--- config.mk ---
export PLATFORM = sky130hd
export DESIGN_NAME = cdc_2phase_channel
export DESIGN_NICKNAME = d
export VERILOG_FILES = /design/src/rtl/cdc_2phase_channel_pkg.sv /design/src/rtl/cdc_2phase_channel_sync.sv /design/src/rtl/cdc_2phase_channel.sv
export SDC_FILE = /design/constraint.sdc
export NUM_CORES = 1
export LEC_CHECK = 0
export ABC_AREA = 0
export ABC_CLOCK_PERIOD_IN_PS = 3600
export BUFFER_PORTS_ARGS = -buffer_cell sky130_fd_sc_hd__buf_2
export CORE_UTILIZATION = 40
export CTS_CLUSTER_DIAMETER = 200
export DETAILED_ROUTE_END_ITERATION = 8
export PLACE_DENSITY = 0.81
export SLEW_MARGIN = 10
export SYNTH_ARGS = -nofsm -noshare
export SYNTH_HDL_FRONTEND = slang
export SYNTH_HIERARCHICAL = 1
export SYNTH_SLANG_ARGS = --single-unit
--- constraint.sdc ---
create_clock -name clk_i -period 3.6 [get_ports clk_i]
set_clock_uncertainty 0.05 [all_clocks]
set_input_delay 0.18 -clock clk_i [delete_from_list [all_inputs] [get_ports clk_i]]
set_output_delay 0.18 -clock clk_i [all_outputs]
set_load 0.02 [all_outputs]
--- src/rtl/cdc_2phase_channel_pkg.sv ---
// Shared defaults and types for the two-phase toggle handshake channel.
// Optional checker macro: CDC_2PHASE_CHANNEL_PROTOCOL_CHECK_EN (used by the top).
package cdc_2phase_channel_pkg;

  localparam int DEFAULT_DATA_WIDTH  = 32;
  localparam int DEFAULT_SYNC_STAGES = 2;
  localparam int MAX_SYNC_STAGES     = 4;

  typedef logic [DEFAULT_DATA_WIDTH-1:0] word_t;

  // Out-of-range depths are pulled back into 1..MAX_SYNC_STAGES.
  function automatic int clamp_sync_stages(input int n);
    if (n < 1) return 1;
    if (n > MAX_SYNC_STAGES) return MAX_SYNC_STAGES;
    return n;
  endfunction

endpackage

--- src/rtl/cdc_2phase_channel_sync.sv ---
// 1-bit flop chain of configurable depth with asynchronous active-high reset to 0.
module cdc_2phase_channel_sync
  import cdc_2phase_channel_pkg::*;
#(
  parameter int STAGES = DEFAULT_SYNC_STAGES
) (
  input  logic clk,
  input  logic rst,
  input  logic d,
  output logic q
);

  localparam int DEPTH = clamp_sync_stages(STAGES);

  genvar gi;
  generate
    for (gi = 0; gi < DEPTH; gi++) begin : g_stage
      logic stage_q;
      logic stage_d;

      if (gi == 0) begin : g_first
        assign stage_d = d;
      end else begin : g_rest
        assign stage_d = g_stage[gi-1].stage_q;
      end

      always_ff @(posedge clk or posedge rst) begin
        if (rst) begin
          stage_q <= 1'b0;
        end else begin
          stage_q <= stage_d;
        end
      end
    end
  endgenerate

  assign q = g_stage[DEPTH-1].stage_q;

endmodule

--- src/rtl/cdc_2phase_channel.sv ---
// Two-phase (toggle) bundled-data channel with valid/ready on both sides.
// Define CDC_2PHASE_CHANNEL_PROTOCOL_CHECK_EN to include protocol assertions.
module cdc_2phase_channel
  import cdc_2phase_channel_pkg::*;
#(
  parameter int DATA_WIDTH  = DEFAULT_DATA_WIDTH,
  parameter int SYNC_STAGES = DEFAULT_SYNC_STAGES
) (
  input  logic                  clk_i,
  input  logic                  rst_i,
  input  logic [DATA_WIDTH-1:0] src_data_i,
  input  logic                  src_valid_i,
  output logic                  src_ready_o,
  output logic [DATA_WIDTH-1:0] dst_data_o,
  output logic                  dst_valid_o,
  input  logic                  dst_ready_i
);

  logic                  req_q;
  logic                  ack_q;
  logic                  req_synced;
  logic                  ack_synced;
  logic [DATA_WIDTH-1:0] data_q;

  // Only flag equality matters, so the toggles may wrap freely.
  assign src_ready_o = (req_q == ack_synced);
  assign dst_valid_o = (req_synced != ack_q);
  assign dst_data_o  = data_q;

  always_ff @(posedge clk_i or posedge rst_i) begin
    if (rst_i) begin
      req_q  <= 1'b0;
      data_q <= '0;
    end else if (src_valid_i && src_ready_o) begin
      req_q  <= ~req_q;
      data_q <= src_data_i;
    end
  end

  always_ff @(posedge clk_i or posedge rst_i) begin
    if (rst_i) begin
      ack_q <= 1'b0;
    end else if (dst_valid_o && dst_ready_i) begin
      ack_q <= ~ack_q;
    end
  end

  cdc_2phase_channel_sync #(.STAGES(SYNC_STAGES)) u_req_sync (
    .clk (clk_i),
    .rst (rst_i),
    .d   (req_q),
    .q   (req_synced)
  );

  cdc_2phase_channel_sync #(.STAGES(SYNC_STAGES)) u_ack_sync (
    .clk (clk_i),
    .rst (rst_i),
    .d   (ack_q),
    .q   (ack_synced)
  );

`ifdef CDC_2PHASE_CHANNEL_PROTOCOL_CHECK_EN
  a_src_valid_held: assert property (@(posedge clk_i) disable iff (rst_i)
    (src_valid_i && !src_ready_o) |=> src_valid_i)
    else $error("src_valid_i dropped before handshake");

  a_src_data_stable: assert property (@(posedge clk_i) disable iff (rst_i)
    (src_valid_i && !src_ready_o && $past(src_valid_i && !src_ready_o)) |-> $stable(src_data_i))
    else $error("src_data_i changed while waiting for handshake");

  a_dst_data_stable: assert property (@(posedge clk_i) disable iff (rst_i)
    (dst_valid_o && $past(dst_valid_o && !dst_ready_i)) |-> $stable(dst_data_o))
    else $error("dst_data_o changed while waiting for handshake");

  // Idle source and pending delivery at once would mean a token delivered twice.
  a_no_double_delivery: assert property (@(posedge clk_i) disable iff (rst_i)
    !(src_ready_o && dst_valid_o))
    else $error("src_ready_o and dst_valid_o both high");
`endif

endmodule

==> metrics.txt <==
Compound-Gate Fraction of Synth Area=0%; max cap viols=0; Slew Viols, Final=0; initial detailed-routing violation count=23; post-CTS sizing=0; Mapped Avg Cell Area=18.6 um2; post-synthesis async set-or-reset flop share=100%; area grow syn2layout=34.9%; DR WL/cell=approximately 14 um; Clk Tree Root Cell=clkbuf_8; final net count=193; Final Util=56.2%; post-synthesis mux area share=32.4%; Post-synth EDFFs=0; antenna cells=0; full die area=4060 um2; worst slew pin tran=~1.0 ns; Synth Net Count=roughly 120; share of post-route cells with drive strength above 1=a little under three quarters; Fmax=a little over 0.5 GHz; CTS tree=built; Final period util=53.6%; Post-synth top cells=38 x dfrtp_1, 30 x mux2_4, 4 x inv_1, 3 x buf_6, 3 x mux2_2; Slowest cell on crit path=nand2_2; first-pass GRT wire length=4630 um; Synth Instances=82; Clk pin slew, worst setup/hold paths=0.08 ns; CP max stage delay=0.77 ns; outcome=complete, no violations; Placer Congestion=between 0.6 and 0.7; top-count cell post-synth=dfrtp_1; H-tree depth=2; Static Leak=1.12 nW; post-route cell area=approximately 2000 um2; startpoint types=register; Synth Area in XOR/XNOR=1.64%; setup TNS=0 ns; Finish-stage setup viols=0; Cell Area, Placed=1900 um2; row cnt=22; relative slew slack=29.9%; vias in the first global route=997; sequential fraction of the synthesis area=62.3%; Synth Area in Simple Gates=less than 1%; buffers added on ports=69; Yosys reg bits=38; # fillers=297; Post-Synth Adder-Cell Area=0%; critical path arrival=2.05 ns; RSZ-0062 raised after global routing=no; pwr/cell area=1120 nW/um2; worst hold slack=about 0.069 ns; Synth Cell Area=around 1500 um2; total global routing overflow=0; Initial DRT Pass Iterations=3; Tightest Hold Check Type=input port to register; main combinational cell family by area after synthesis=multiplexers; Final Hold Viols=0; Starting Density=between 40% and 50%; number of post-CTS setup repair buffers=0; crit path max fanout=32; post-synth top area cell=dfrtp_1; # DRC=0; die height=63.8 um; routed vias/inst=4.48; All-Layer GR Usage=roughly 15%; hpwl dp=just under 2000 um; worst vdd ir=approximately 0.58 mV; Sink Count=38; Synth area leaders=dfrtp_1 62%, mux2_4 30%, buf_6 2.2%; Worst Path Required=~3.7 ns; CP cell instances=xnor2_2 > nand2_2 > mux2_2; Num CTS Buffers=5; antenna-violating nets left=0; post-layout min period=1.93 ns; footprint of the multi-input gates=526 um2; Main synth FF type=dfrtp_1; Vias=923; Ys Warns=6; largest net degree at the start of global routing=33; later-pin clock latency in the skew report=0.29 ns; Setup CP Type=register to register; DRT Wirelength=between 2000 and 3000 um; number of distinct library cells after synthesis=9; Register Area=951 um2; initial antenna violation count=0; Ports=70; worst-case clock buffer depth=2; Die X=63.8 um; core outline area=3660 um2; Yosys top cell area share=62.3%; crit path capture type=register
-- where the power goes --
part / switching [W] / total [W] / internal [W]
Combinational: 0.000521 / 0.00108 / 0.000555
Clock: 0.000144 / 0.000440 / 0.000295
Sequential: 0.000128 / 0.000778 / 0.000650
Total: 0.000793 / 0.00229 / 0.00150
-- critical path: cells and delay by family, from the launching register on --
family	cells	cell delay (ns)
DFF	1	0.42
xor gates and xnor gates	1	0.16
and+or+nand+nor	1	0.77
muxes	1	0.42
-- logic make-up after synthesis --
kind of cell,Yosys count
multiplexers,34
AND/OR/NAND/NOR,1
XOR/XNOR,2
buffers and inverters,7
flip-flops,38
-- registers in the layout, indices dropped and copies added, names as in the netlist --
signal	count
dst_data_o	32
u_req_sync/q	1
u_ack_sync/g_stage.stage_q	1
u_ack_sync/q	1
req_q	1
ack_q	1
u_req_sync/g_stage.stage_q	1
-- stage by stage --
step | worst slack (ns) | power [W] | cells
2_1_floorplan | 2.09 | 0.00158 | 82
3_5_place_dp | 1.67 | 0.00186 | 197
3_3_place_gp | 1.76 | 0.00183 | 197
6_report | 1.67 | 0.00229 | 206
4_1_cts | 1.67 | 0.00232 | 206
5_1_grt | 1.58 | 0.00241 | 206
-- layer usage --
layer	vias up	GRT usage, %	wire length (um)
met5	-	0	0
met4	0	5.40	51
met3	7	6.61	201
met2	44	24.2	1340
met1	447	18.1	1200
li1	425	-	-
-- cell type report --
class | instances | share of cell area, %
Clock buffer | 6 | 4.01
Clock inverter | 2 | 2.92
Inverter | 4 | 0.730
Multi-Input combinational cell | 37 | 25.5
Sequential cell | 38 | 46.2
Tap cell | 48 | 2.92
Timing Repair Buffer | 71 | 17.6
-- layout by cell type, fill, tap and decap left out --
master	synthesis	layout
buf_2	0	69
mux2_4	30	30
clkbuf_8	0	6
mux2_2	3	3
mux2i_1	1	1
inv_1	4	4
xnor2_2	1	1
dlygate4sd3_1	0	1
buf_4	0	1
nand2_2	1	1
bufinv_16	0	2
dfrtp_1	38	38
xor2_1	1	1
-- path summary, 6_finish.rpt --
kind	end	startpoint	slack, ns	cells after the start
min in group asynchronous	u_ack_sync/g_stage[0].stage_q	rst_i	0.24	3
setup reg to reg	dst_data_o[6]	req_q	1.67	3
max in group asynchronous	dst_data_o[13]	rst_i	2.36	4
hold / removal	req_q	src_valid_i	0.07	2
setup / recovery	dst_data_o[6]	req_q	1.67	3
hold reg to reg	u_ack_sync/q	u_ack_sync/g_stage[0].stage_q	0.31	0
-- timing repair --
item | 4_1_cts | 5_1_grt
setup endpoints to repair | 0 | 0
hold buffers | 1 | 0
endpoints found under the hold margin | 19 | 0
No activity file was read; power rests on OpenSTA's default activity.
